`config.mk`:
```
export PLATFORM = sky130hd
export DESIGN_NAME = absmem_rd
export DESIGN_NICKNAME = d
export VERILOG_FILES = /design/src/rtl/absmem_rd.sv
export SDC_FILE = /design/constraint.sdc
export NUM_CORES = 1
export LEC_CHECK = 0
export ABC_CLOCK_PERIOD_IN_PS = 7300
export BUFFER_PORTS_ARGS = -buffer_cell sky130_fd_sc_hd__buf_4
export CAP_MARGIN = 40
export CORE_MARGIN = 2
export CORE_UTILIZATION = 50
export DETAILED_ROUTE_END_ITERATION = 16
export HOLD_SLACK_MARGIN = 0.08
export PLACE_DENSITY = 0.68
export SYNTH_ARGS = -nofsm -noshare
export SYNTH_HDL_FRONTEND = slang
export SYNTH_SLANG_ARGS = --single-unit
```
`constraint.sdc`:
```
create_clock -name clk -period 7.3 [get_ports clk]
set_input_delay 1.46 -clock clk [delete_from_list [all_inputs] [get_ports clk]]
set_output_delay 1.46 -clock clk [all_outputs]
set_load 0.02 [all_outputs]
```
`src/rtl/absmem_rd.sv`:
```
// Abstract read memory shared by an implementation port (vlg) and an ILA port:
// the first read of an address returns a free value, later reads replay it.
module absmem_rd #(
  parameter int AW    = 8,
  parameter int DW    = 8,
  parameter int DEPTH = 4
) (
  input  logic          clk,
  input  logic          rst,
  input  logic          issue,
  input  logic          compare,
  input  logic [AW-1:0] vlg_raddr,
  input  logic          vlg_ren,
  input  logic [DW-1:0] vlg_r_rand_input,
  output logic [DW-1:0] vlg_rdata,
  input  logic [AW-1:0] ila_raddr,
  input  logic          ila_ren,
  input  logic [DW-1:0] ila_r_rand_input,
  output logic [DW-1:0] ila_rdata,
  output logic          equal,
  output logic          overflow
);

  localparam logic [DEPTH-1:0] ONE_C     = DEPTH'(1);
  localparam logic [3:0]       CNT_MAX_C = 4'd15;

  logic                 start_r;
  logic [DEPTH-1:0]     v_r;
  logic [AW-1:0]        addr_r    [DEPTH];
  logic [DW-1:0]        data_r    [DEPTH];
  logic [AW-1:0]        vlg_log_r [DEPTH];
  logic [AW-1:0]        ila_log_r [DEPTH];
  logic [3:0]           vlg_cnt_r;
  logic [3:0]           ila_cnt_r;
  logic                 overflow_r;

  logic                 vlg_ren_real_s;
  logic                 ila_ren_real_s;
  logic [DEPTH-1:0]     vlg_match_s;
  logic [DEPTH-1:0]     ila_match_s;
  logic [DW-1:0]        vlg_hit_data_s;
  logic [DW-1:0]        ila_hit_data_s;
  logic                 vlg_miss_s;
  logic                 ila_miss_s;
  logic                 same_miss_s;
  logic                 ila_new_s;
  logic [DEPTH-1:0]     free_s;
  logic [DEPTH-1:0]     free1_s;
  logic [DEPTH-1:0]     rest_s;
  logic [DEPTH-1:0]     free2_s;
  logic [DEPTH-1:0]     vlg_alloc_s;
  logic [DEPTH-1:0]     ila_alloc_s;
  logic                 ovf_set_s;
  logic                 log_match_s;

  assign vlg_ren_real_s = vlg_ren & ~compare & start_r;
  assign ila_ren_real_s = ila_ren & ~compare & start_r;

  // Table lookup; the descending scan leaves the lowest matching index in front.
  always_comb begin
    vlg_match_s    = '0;
    ila_match_s    = '0;
    vlg_hit_data_s = '0;
    ila_hit_data_s = '0;
    for (int i = DEPTH - 1; i >= 0; i--) begin
      vlg_match_s[i] = v_r[i] & (addr_r[i] == vlg_raddr);
      ila_match_s[i] = v_r[i] & (addr_r[i] == ila_raddr);
      vlg_hit_data_s = vlg_match_s[i] ? data_r[i] : vlg_hit_data_s;
      ila_hit_data_s = ila_match_s[i] ? data_r[i] : ila_hit_data_s;
    end
  end

  assign vlg_miss_s  = vlg_ren_real_s & ~(|vlg_match_s);
  assign ila_miss_s  = ila_ren_real_s & ~(|ila_match_s);
  assign same_miss_s = vlg_miss_s & ila_miss_s & (vlg_raddr == ila_raddr);
  assign ila_new_s   = ila_miss_s & ~same_miss_s;

  // Read data: hits replay the table, a shared-address double miss sees the vlg value.
  always_comb begin
    vlg_rdata = vlg_r_rand_input;
    ila_rdata = ila_r_rand_input;
    if (vlg_ren_real_s && (|vlg_match_s)) begin
      vlg_rdata = vlg_hit_data_s;
    end else begin
      vlg_rdata = vlg_r_rand_input;
    end
    if (ila_ren_real_s && (|ila_match_s)) begin
      ila_rdata = ila_hit_data_s;
    end else if (same_miss_s) begin
      ila_rdata = vlg_r_rand_input;
    end else begin
      ila_rdata = ila_r_rand_input;
    end
  end

  // Lowest and second-lowest free entries as one-hot masks (x & -x isolates the low bit).
  always_comb begin
    free_s      = ~v_r;
    free1_s     = free_s & (~free_s + ONE_C);
    rest_s      = free_s & ~free1_s;
    free2_s     = rest_s & (~rest_s + ONE_C);
    vlg_alloc_s = vlg_miss_s ? free1_s : '0;
    ila_alloc_s = ila_new_s ? (vlg_miss_s ? free2_s : free1_s) : '0;
    ovf_set_s   = (vlg_miss_s & ~(|free1_s)) |
                  (ila_new_s & ~(|(vlg_miss_s ? free2_s : free1_s)));
  end

  // Verdict: both sides read the same number of times in the same address order.
  always_comb begin
    log_match_s = 1'b1;
    for (int i = 0; i < DEPTH; i++) begin
      log_match_s = log_match_s &
                    ((4'(i) >= vlg_cnt_r) | (vlg_log_r[i] == ila_log_r[i]));
    end
    equal = compare & ~overflow_r & (vlg_cnt_r == ila_cnt_r) & log_match_s;
  end

  assign overflow = overflow_r;

  // State update; reset wins over issue and any allocation in the same cycle.
  always_ff @(posedge clk) begin
    if (!rst) begin
      start_r    <= 1'b0;
      v_r        <= '0;
      vlg_cnt_r  <= 4'd0;
      ila_cnt_r  <= 4'd0;
      overflow_r <= 1'b0;
      for (int i = 0; i < DEPTH; i++) begin
        addr_r[i]    <= '0;
        data_r[i]    <= '0;
        vlg_log_r[i] <= '0;
        ila_log_r[i] <= '0;
      end
    end else begin
      if (issue) begin
        start_r <= 1'b1;
      end
      for (int i = 0; i < DEPTH; i++) begin
        if (vlg_alloc_s[i]) begin
          v_r[i]    <= 1'b1;
          addr_r[i] <= vlg_raddr;
          data_r[i] <= vlg_r_rand_input;
        end else if (ila_alloc_s[i]) begin
          v_r[i]    <= 1'b1;
          addr_r[i] <= ila_raddr;
          data_r[i] <= ila_r_rand_input;
        end
        if (vlg_ren_real_s && (vlg_cnt_r == 4'(i))) begin
          vlg_log_r[i] <= vlg_raddr;
        end
        if (ila_ren_real_s && (ila_cnt_r == 4'(i))) begin
          ila_log_r[i] <= ila_raddr;
        end
      end
      overflow_r <= overflow_r | ovf_set_s;
      if (vlg_ren_real_s && (vlg_cnt_r != CNT_MAX_C)) begin
        vlg_cnt_r <= vlg_cnt_r + 4'd1;
      end
      if (ila_ren_real_s && (ila_cnt_r != CNT_MAX_C)) begin
        ila_cnt_r <= ila_cnt_r + 4'd1;
      end
    end
  end

endmodule

```
==> summary.txt <==
Cells and area
  – Commonest non-fill, non-tap cell in the layout: edfxtp_1
  – Layout cell share with drive strength beyond 1: 0.146
  – Final Util: 0.574
  – Inserted Diodes: 0
  – Syn-to-layout area delta: 13.8%
  – Post-route cell area: 9420 um^2
  – Most frequent cells in the layout: edfxtp_1 (128), xnor2_1 (82), buf_4 (69), and2_1 (66), nor2_1 (50)
  – Final layout net count: 825

Timing
  – Setup slack after layout: 1.83 ns
  – Final Max Slew Viols: 0
  – Minimum clock period: 5.47 ns
  – Setup-failing EPs final: 0
  – Worst Skew: 0.00608 ns
  – Setup TNS Final: 0 ns
  – Final Cycle Share: 0.749
  – Fmax achieved: 183 MHz
  – Unrepaired setup endpoints after global routing: false
  – Final Hold Fails: 0
  – Normalized max-slew margin: 0.348
  – Worst Tran Pin Value: 0.977 ns

CTS
  – Clock Path Buffers: 2
  – CTS tree: done
  – Root Driver: clkbuf_16
  – Worst-Skew Late Latency: 0.43 ns
  – Hold_buf cts: 0
  – Post-CTS setup buffers: 0
  – Clock edge transition at the registers on the reported setup and hold paths: 0.06 ns
  – Num CTS Buffers: 17
  – PostCTS Resize Cnt: 0
  – Clk sinks: 142
  – Max H-tree Level: 4

Power
  – Clock network power share: 0.429
  – Net Sw Frac: 0.246
  – Sequential share of power: 0.476
  – VDD IR-drop max: 0.000181 V
  – Total power: 1980 uW
  – PD cells: 210 nW/um^2
  – Combinational Power Share: 0.095
  – Int Power: 1490 uW
  – Leak pwr: 0.00344 uW
  – P_sw: 486 uW

Synthesis
  – Post-Syn Area per Cell: 11.3 um^2
  – Post-synth cell types: 58
  – Main combinational cell family by area after synthesis: simple AND/OR/NAND/NOR gates
  – Mapped Nets: 781
  – Syn. warnings: 0
  – Post-Syn Area: 8280 um^2
  – Post-synth top area cell: edfxtp_1
  – Post-synth EDFFs: 128
  – Gate Count Post-Synth: 736
  – Synth area leaders: edfxtp_1 (46%), xnor2_1 (8.7%), and2_1 (5.0%)
  – Compound-gate portion of the synthesized area: 0.115
  – Async SR Flop Fraction: 0
  – Synthesized flop and latch total: 142
  – XOR/XNOR Fraction of Synth Area: 0.118
  – Post-synth top area share: 0.464
  – Multiplexer share of the synthesized area: 0.0471
  – Sequential fraction of the synthesis area: 0.498
  – Ys flop type: edfxtp_1
  – Post-Synth Adder-Cell Area: 0.0118
  – Post-Synth Simple-Gate Area: 0.175

Setup path
  – Critical path startpoint category: primary input
  – Crit path max-delay cell type: nand4_1
  – Critical Path End Type: output pin
  – Crit path largest cell delay: 0.66 ns
  – CP Class: in2out
  – Required time worst endpoint: 5.84 ns
  – Most common cell on crit path: buf_4
  – Crit-path max FO: 13
  – Critical Path, Cell by Cell: buf_4 > xor2_1 > nor4_2 > buf_4 > nor4_2 > nand4_1 > mux2i_1 > mux2i_1 > buf_4
  – Crit path arrival time: 4.01 ns

Drt
  – Iteration-0 DRC Markers: 523
  – Drt drc: 0
  – Via count: 6227
  – Final WL: 22400 um
  – 1st-pass router iterations: 5
  – Remaining antenna violation count after routing: 0
  – Avg Vias per Cell: 6.15
  – Wirelength per Cell: 22.1 um

Floorplan
  – Ports: 56
  – Chip height: 133 um
  – FP Rows: 47
  – Core Area: 16400 um^2
  – Die area: 17600 um^2
  – Die Width: 133 um
  – Starting Density: 0.505

Placed design
  – Dpl ws: 1.88 ns
  – Gpl congestion: 0.854
  – I/O Buffers: 55
  – Placed cell area: 8850 um^2
  – DPL Wire Length: 15200 um

Run status
  – Status: finished, final reports clean

Global routing
  – Vias in the first global route: 6176
  – Antenna violations before repair: 0
  – Total global routing track utilization: 0.259
  – Total grt overflow: 0
  – Largest net degree at the start of global routing: 25
  – Global-route wire length before repair: 34700 um

Job
  – Max Cap Viol: 0

Worst hold path
  – Tightest Hold Check Type: reg2reg
-- flip-flops by register name, indices dropped and copies added (netlist names) --
signal	flops
addr_r	32
ila_cnt_r	4
data_r	32
ila_log_r	32
overflow	1
start_r	1
vlg_cnt_r	4
v_r	4
vlg_log_r	32
-- worst max-delay path, delay by kind of cell --
family	cells	cell delay, ns
multiplexers	2	0.50
buffers and inverters	3	0.60
AND/OR/NAND/NOR	3	1.24
XOR/XNOR	1	0.20
-- stage by stage --
step,hold slack (ns),cells
CTS,0.465,1013
detailed placement,0.451,981
floorplan,0.430,736
global placement,0.445,978
global route,0.493,1013
finish,0.461,1013
-- synth_stat cells (2+ instances only) --
| cell type | number |
|---|---|
| nand4_1 | 19 |
| nor4_2 | 5 |
| a41oi_1 | 2 |
| a311o_1 | 2 |
| a221o_1 | 8 |
| nor2_1 | 50 |
| buf_2 | 11 |
| nor3b_1 | 6 |
| nor4_1 | 9 |
| or3_1 | 4 |
| edfxtp_1 | 128 |
| and3_1 | 8 |
| nor3_1 | 13 |
| and2_1 | 66 |
| o221ai_1 | 8 |
| inv_1 | 11 |
| o32ai_1 | 2 |
| nor3_2 | 2 |
| mux2i_1 | 39 |
| xor2_1 | 30 |
| nand3_1 | 25 |
| buf_6 | 5 |
| a32o_1 | 10 |
| xnor2_1 | 82 |
| clkbuf_1 | 21 |
| ha_1 | 7 |
| a22o_1 | 39 |
| a21oi_1 | 16 |
| o31ai_1 | 2 |
| nand2_1 | 45 |
| dfxtp_1 | 14 |
| o21ai_0 | 5 |
| a31oi_1 | 11 |
| buf_4 | 7 |
-- worst paths after layout --
check | to | depth (start not counted) | start | slack [ns]
max | ila_rdata[2] | 9 | ila_raddr[1] | 1.83
max reg2reg | addr_r[2][7] | 7 | v_r[2] | 3.75
min reg2reg | start_r | 2 | start_r | 0.46
min | start_r | 2 | start_r | 0.46
-- routing by layer --
metal / share of wire / global-route usage / vias up
met3: 0.063 / 0.0467 / 58
met4: 0.036 / 0.114 / 0
met2: 0.51 / 0.453 / 310
met1: 0.39 / 0.313 / 3030
met5: 0 / 0 / -
li1: - / - / 2829
-- final cells by class --
| cell class | count | area (um^2) |
|---|---|---|
| well taps | 220 | 275 |
| flip-flops and latches | 142 | 4120 |
| fillers | 1377 | 6990 |
| multi-input cells | 538 | 3880 |
| clock buffers | 18 | 429 |
| clock inverters | 14 | 143 |
| repair buffers | 70 | 529 |
| inverters | 11 | 41.3 |
-- logic make-up (layout without fill, tap and decap cells) --
group,Yosys count,in the layout
xor gates and xnor gates,112,112
and+or+nand+nor,262,262
AOI/OAI and AO/OA,117,117
DFF,142,142
muxes,39,39
adders and majority gates,8,8
buffers and inverters,56,113
-- power groups by stage --
| stage | clock (uW) | combinational, uW | sequential, uW |
|---|---|---|---|
| 3_5_place_dp | 0 | 185 | 959 |
| 4_1_cts | 853 | 187 | 942 |
| 2_1_floorplan | 0 | 120 | 951 |
| 3_3_place_gp | 0 | 181 | 957 |
| 5_1_grt | 883 | 202 | 945 |
| 6_report | 850 | 188 | 942 |
Note: power is estimated with default switching activity, not from simulation.
